$ cat config.mk
export PLATFORM = sky130hd
export DESIGN_NAME = om_segment_ctrl
export DESIGN_NICKNAME = d
export VERILOG_FILES = /design/src/rtl/om_est_pkg.sv /design/src/rtl/om_phase_accum.sv /design/src/rtl/om_segment_ctrl.sv
export SDC_FILE = /design/constraint.sdc
export NUM_CORES = 1
export LEC_CHECK = 0
export BUFFER_PORTS_ARGS = -buffer_cell sky130_fd_sc_hd__buf_2
export CAP_MARGIN = 5
export CELL_PAD_IN_SITES_DETAIL_PLACEMENT = 2
export CELL_PAD_IN_SITES_GLOBAL_PLACEMENT = 2
export CORE_MARGIN = 5
export CORE_UTILIZATION = 25
export DETAILED_ROUTE_END_ITERATION = 10
export PLACE_DENSITY_LB_ADDON = 0.1
export SLEW_MARGIN = 20
export SYNTH_ARGS = -nofsm -noshare
export SYNTH_HDL_FRONTEND = slang
export SYNTH_SLANG_ARGS = --single-unit
$ cat constraint.sdc
create_clock -name clk -period 4.6 [get_ports clk]
set_input_delay 0.46 -clock clk [delete_from_list [all_inputs] [get_ports clk]]
set_output_delay 0.46 -clock clk [all_outputs]
set_load 0.02 [all_outputs]
$ cat src/rtl/om_est_pkg.sv
// Shared definitions for the Oerder-Meyr timing-estimate accumulator.
//   SEGMENT_DEF / IN_W_DEF / ACC_W_DEF : default segment length and widths
//   state_t                            : segment controller states
//   PH_*                               : quarter-rate rotation phase encodings
package om_est_pkg;

    localparam int SEGMENT_DEF = 1024;
    localparam int IN_W_DEF    = 25;
    localparam int ACC_W_DEF   = 34;

    typedef enum logic [1:0] {
        IDLE  = 2'd0,
        ACCUM = 2'd1,
        DONE  = 2'd2
    } state_t;

    // Rotation by e^(-j*pi*n/2): the term lands on re/im with alternating sign.
    localparam logic [1:0] PH_RE_ADD = 2'd0;
    localparam logic [1:0] PH_IM_SUB = 2'd1;
    localparam logic [1:0] PH_RE_SUB = 2'd2;
    localparam logic [1:0] PH_IM_ADD = 2'd3;

endpackage

$ cat src/rtl/om_phase_accum.sv
// Complex accumulator for quarter-rate rotated |x|^2 samples.
//   clk, rst          : clock, synchronous active-high reset
//   clr               : synchronous clear (wins over en)
//   en                : add the current sample's rotated term
//   phase             : rotation phase n[1:0] of the current sample
//   sample            : unsigned |x|^2 sample
//   acc_re / acc_im   : registered accumulator
//   nxt_re / nxt_im   : accumulator value including the current term
module om_phase_accum
    import om_est_pkg::*;
#(
    parameter int IN_W  = IN_W_DEF,
    parameter int ACC_W = ACC_W_DEF
) (
    input  logic                    clk,
    input  logic                    rst,
    input  logic                    clr,
    input  logic                    en,
    input  logic [1:0]              phase,
    input  logic [IN_W-1:0]         sample,
    output logic signed [ACC_W-1:0] acc_re,
    output logic signed [ACC_W-1:0] acc_im,
    output logic signed [ACC_W-1:0] nxt_re,
    output logic signed [ACC_W-1:0] nxt_im
);

    logic signed [ACC_W-1:0] term;

    always_comb begin
        term   = $signed({{(ACC_W-IN_W){1'b0}}, sample});
        nxt_re = acc_re;
        nxt_im = acc_im;
        case (phase)
            PH_RE_ADD: nxt_re = acc_re + term;
            PH_IM_SUB: nxt_im = acc_im - term;
            PH_RE_SUB: nxt_re = acc_re - term;
            PH_IM_ADD: nxt_im = acc_im + term;
            default:   ;
        endcase
    end

    always_ff @(posedge clk) begin
        if (rst || clr) begin
            acc_re <= '0;
            acc_im <= '0;
        end else if (en) begin
            acc_re <= nxt_re;
            acc_im <= nxt_im;
        end
    end

endmodule

$ cat src/rtl/om_segment_ctrl.sv
// Segment sequencer for the Oerder-Meyr quarter-rate timing estimate.
// Accepts |x|^2 samples, accumulates SEGMENT rotated terms and presents one
// complex result per segment on a valid/ready output.
//   clk, rst             : clock, synchronous active-high reset
//   start                : arm a new segment (IDLE only)
//   abort                : abandon the current segment, return to IDLE
//   cfg_continuous       : captured on start; re-arm after every result
//   in_valid/in_sample   : sample stream, accepted when in_valid & in_ready
//   in_ready             : high in ACCUM
//   out_valid/out_ready  : result handshake
//   xm_re / xm_im        : signed result, held until the next segment end
//   busy                 : state != IDLE
//
// state | meaning
// IDLE  | waiting for start, no samples taken
// ACCUM | taking samples, cnt = index within segment
// DONE  | result presented, waiting for out_ready
module om_segment_ctrl
    import om_est_pkg::*;
#(
    parameter int SEGMENT = SEGMENT_DEF,
    parameter int IN_W    = IN_W_DEF,
    parameter int ACC_W   = ACC_W_DEF
) (
    input  logic                    clk,
    input  logic                    rst,
    input  logic                    start,
    input  logic                    abort,
    input  logic                    cfg_continuous,
    input  logic                    in_valid,
    input  logic [IN_W-1:0]         in_sample,
    output logic                    in_ready,
    output logic                    out_valid,
    input  logic                    out_ready,
    output logic signed [ACC_W-1:0] xm_re,
    output logic signed [ACC_W-1:0] xm_im,
    output logic                    busy
);

    localparam int CNT_W = $clog2(SEGMENT);
    localparam logic [CNT_W-1:0] CNT_LAST = CNT_W'(SEGMENT - 1);

    state_t                  state_q, state_d;
    logic [CNT_W-1:0]        cnt_q;
    logic                    cont_q;
    logic                    out_valid_q;
    logic                    accept, last, acc_clr;
    logic signed [ACC_W-1:0] acc_re, acc_im, nxt_re, nxt_im;

    om_phase_accum #(
        .IN_W  (IN_W),
        .ACC_W (ACC_W)
    ) u_accum (
        .clk    (clk),
        .rst    (rst),
        .clr    (acc_clr),
        .en     (accept),
        .phase  (cnt_q[1:0]),
        .sample (in_sample),
        .acc_re (acc_re),
        .acc_im (acc_im),
        .nxt_re (nxt_re),
        .nxt_im (nxt_im)
    );

    always_comb begin
        state_d  = state_q;
        in_ready = 1'b0;
        accept   = 1'b0;
        last     = 1'b0;
        acc_clr  = 1'b0;
        case (state_q)
            IDLE: begin
                if (start) begin
                    state_d = ACCUM;
                    acc_clr = 1'b1;
                end
            end
            ACCUM: begin
                in_ready = 1'b1;
                accept   = in_valid;
                last     = in_valid && (cnt_q == CNT_LAST);
                if (last) begin
                    state_d = DONE;
                    // Result is taken from nxt_*, so the accumulator can be
                    // cleared on the same edge ready for the next segment.
                    acc_clr = 1'b1;
                end
            end
            DONE: begin
                if (out_valid_q && out_ready) begin
                    state_d = cont_q ? ACCUM : IDLE;
                end
            end
            default: state_d = IDLE;
        endcase
        // Abort overrides every other event in the same cycle.
        if (abort) begin
            state_d = IDLE;
            acc_clr = 1'b1;
            accept  = 1'b0;
            last    = 1'b0;
        end
    end

    always_ff @(posedge clk) begin
        if (rst) begin
            state_q     <= IDLE;
            cnt_q       <= '0;
            cont_q      <= 1'b0;
            out_valid_q <= 1'b0;
            xm_re       <= '0;
            xm_im       <= '0;
        end else begin
            state_q <= state_d;
            if (abort) begin
                cnt_q       <= '0;
                cont_q      <= 1'b0;
                out_valid_q <= 1'b0;
            end else begin
                case (state_q)
                    IDLE: begin
                        if (start) begin
                            cnt_q  <= '0;
                            cont_q <= cfg_continuous;
                        end
                    end
                    ACCUM: begin
                        if (last) begin
                            cnt_q       <= '0;
                            xm_re       <= nxt_re;
                            xm_im       <= nxt_im;
                            out_valid_q <= 1'b1;
                        end else if (accept) begin
                            cnt_q <= cnt_q + 1'b1;
                        end
                    end
                    DONE: begin
                        if (out_ready) begin
                            out_valid_q <= 1'b0;
                        end
                    end
                    default: ;
                endcase
            end
        end
    end

    assign out_valid = out_valid_q;
    assign busy      = (state_q != IDLE);

endmodule

==> out/qor.txt <==
outcome = finished, final reports clean
Worst Path Arrival = 4.62 ns
Tcrit/Tclk final = 92.0%
register area share after synthesis = 28.5%
number of routed nets with antenna violations = 0
Fillers = 4,907
CTS Sinks = 150
DR iter-0 viols = 321
EDFF count, synth = 0
layout cells sized above 1 = 20.8%
RD Place Congestion = 0.857
family with the most delay on the worst path = compound AO/OA/AOI/OAI gates
H-tree Lvls = 4
routed vias/inst = 5.04
Hold Fails Final Rpt = 0
Die Y = 215 um
hpwl dp = 33,000 um
pre-CTS WS = -0.314 ns
area grow syn2layout = 27.2%
Total GRT Usage = 18.4%
CTS tree = yes
P per Cell Area = 254 nW/um^2
first-pass GRT wire length = 67,600 um
Post-Syn Area = 10,500 um^2
cell count after synthesis = 1,413
Fmax = 236 MHz
Synth Register Bits = 150
critical path peak fanout = 14
Design Area, Final = 13,400 um^2
CP max stage delay = 0.42 ns
die area = 46,400 um^2
measured slew at the worst slew-check pin = 0.938 ns
final worst slack = 0.369 ns
clock transition at the registers of the reported paths = 0.07 ns
Num CTS Buffers = 17
Starting Density = 25.2%
syn avg cell area = 7.46 um^2
ys async rst share = 0%
die width = 215 um
Leak Pwr = 5.77 nW
Routed wire per std cell = 19.5 um
Clock Latency Late Sink = 0.49 ns
Slew Limit Fails = 0
GRT overflow = 0
largest net degree at the start of global routing = 52
first-pass detailed-route iteration total = 4
Critical path buffers and inverters = 2
critical path cell sequence = inv_1 -> ha_2 -> nor2_1 -> xnor2_1 -> ha_1 -> or2_2 -> o311a_1 -> o211ai_1 -> a21oi_1 -> a31oi_1 -> o31ai_1 -> a2111oi_1 -> buf_4 -> xor2_1 -> a311oi_1
Ys Warns = 0
# DRC = 0
# setup viols final = 0
fin crit period = 4.23 ns
# port buffers = 102
Synth Net Count = 1,519
library cells used by synthesis = 64
critical path launch point type = register
core footprint = 41,900 um^2
Root Buffer = clkbuf_16
initial antenna violation count = 0
Vias = 10,922
maxcap violations = 0
vias in the first global route = 12,035
Primary FF master, synth = dfxtp_1
Req. time, crit path = 4.99 ns
Slew headroom = 37.3%
Top Ports = 103
Total Wirelength = 42,300 um
fin nets = 1,722
Rows = 75
Slowest-stage cell, CP = a2111oi_1
Hold Path Class = input pin to register
Crit Path Class = register to register
CTS hold repair buffers = 0
clock skew = 0.0126 ns
Worst VDD drop = 0.231 mV
placed standard-cell area = 12,700 um^2
CTS max path bufs = 2
Setup crit end kind = register
-- power breakdown --
group | leakage (nW) | switching [mW] | internal, mW
Sequential | 1.21 | 0.00315 | 1.30
Combinational | 4.22 | 0.236 | 0.143
Clock | 0.339 | 0.633 | 1.10
Total | 5.77 | 0.872 | 2.54
-- worst register-to-register path, delay by kind of cell, from the launching register on --
family,cells,cell delay [ns]
buffers and inverters,2,0.36
flip-flops,1,0.33
adder cells (fa/ha/maj),2,0.75
XOR/XNOR,2,0.41
AND/OR/NAND/NOR,2,0.43
AO/OA/AOI/OAI,7,1.86
-- through the flow --
stage                     TNS, ns  cells  hold WS [ns]  util, %  power (mW)
final                           0   2168         0.237     32.0        3.41
after global routing      -0.0189   2167         0.214     32.0        3.55
after CTS                       0   2166         0.197     32.0        3.48
after detailed placement    -3.26   2135         0.454     30.3        1.72
after global placement     -0.789   2135         0.439     30.3        1.71
after floorplan                 0   1413         0.434        -        1.54
-- synthesized netlist by cell type (4+ instances only) --
library cell    n  area share (%)
a2111oi_0       4            0.33
nor4_1          8            0.47
nor2_1        199             7.1
a311oi_1       13             1.1
nor3b_1         7            0.50
or2_2          12            0.71
a21o_1         33             2.3
inv_1          22            0.78
o41ai_1         4            0.33
nor2b_1        11            0.65
and4_1          7            0.58
mux2i_1         8            0.76
o21ai_0        70             3.3
o31ai_1        10            0.71
or4_1           4            0.28
xnor2_1        44             3.7
or3_1           4            0.24
clkbuf_1       78             2.8
dfxtp_1       150              28
o211ai_1        8            0.57
and2_1         17             1.0
a41oi_1         5            0.42
and3_1         12            0.71
a21oi_1       144             6.8
a211oi_1       65             4.6
xor2_1         63             5.2
a31oi_1         9            0.53
o21bai_1       15             1.1
nor3_1         27             1.3
nand3_1        33             1.6
ha_1           72             8.5
nand4_1        10            0.59
nand2_1       182             6.5
a21o_2          4            0.33
nand2b_1        4            0.24
o21a_1         10            0.71
-- final cells by class --
type	instances	area, um^2	area share [%]
Inverter	22	82.6	0.616
Tap cell	539	674	5.03
Sequential cell	150	3000	22.4
Clock inverter	12	249	1.86
Clock buffer	19	453	3.38
Multi-Input combinational cell	1156	7170	53.5
Antenna cell	1	2.50	0.0187
Timing Repair Buffer	269	1780	13.2
-- final timing paths --
check / from / end / slack (ns) / cells past startpoint
min: abort / cont_q / 0.24 / 2
max: cnt_q[0] / xm_re[32] / 0.37 / 15
min reg2reg: xm_re[1] / xm_re[1] / 0.46 / 2
max reg2reg: cnt_q[0] / xm_re[32] / 0.37 / 15
-- metal layers --
layer	part of all wire (%)	track usage, %
met4	1.3	4.80
met2	47	31.1
met5	0	0
met3	2.1	3.27
met1	50	24.5
-- state kept, by name, indices dropped and copies added (netlist names) --
signal          cells
cnt_q              10
cont_q              1
out_valid           1
state_q             2
u_accum.acc_im     34
u_accum.acc_re     34
xm_im              34
xm_re              34
-- repair_timing --
| action | CTS | global route |
|---|---|---|
| buffers inserted | 0 | 1 |
| endpoints found under the setup margin | 0 | 25 |
| endpoints found under the hold margin | 0 | 0 |
| gates resized for setup | 0 | 6 |
-- cell families after synthesis --
group                    Yosys count  synth area share, %
adder cells (fa/ha/maj)           74                 8.92
multiplexers                      10                0.973
AO/OA/AOI/OAI                    419                 25.3
AND/OR/NAND/NOR                  546                 23.4
XOR/XNOR                         107                 8.88
buffers and inverters            107                 4.07
flip-flops                       150                 28.5
-- cell usage in the layout (no fill, tap or decap), types with 9 or more instances in the layout --
cell type	Yosys	final
nor2_1	199	198
nand2_1	182	181
buf_4	3	166
dfxtp_1	150	150
a21oi_1	144	144
buf_2	0	102
ha_1	72	71
o21ai_0	70	68
a211oi_1	65	65
xor2_1	63	63
xnor2_1	44	44
nand3_1	33	33
a21o_1	33	33
nor3_1	27	27
inv_1	22	22
clkbuf_16	0	17
and2_1	17	16
o21bai_1	15	15
a311oi_1	13	13
and3_1	12	12
or2_2	12	12
nor2b_1	11	11
nand4_1	10	10
o21a_1	10	10
o31ai_1	10	10
a31oi_1	9	9
Note: power is estimated with default switching activity, not from simulation.
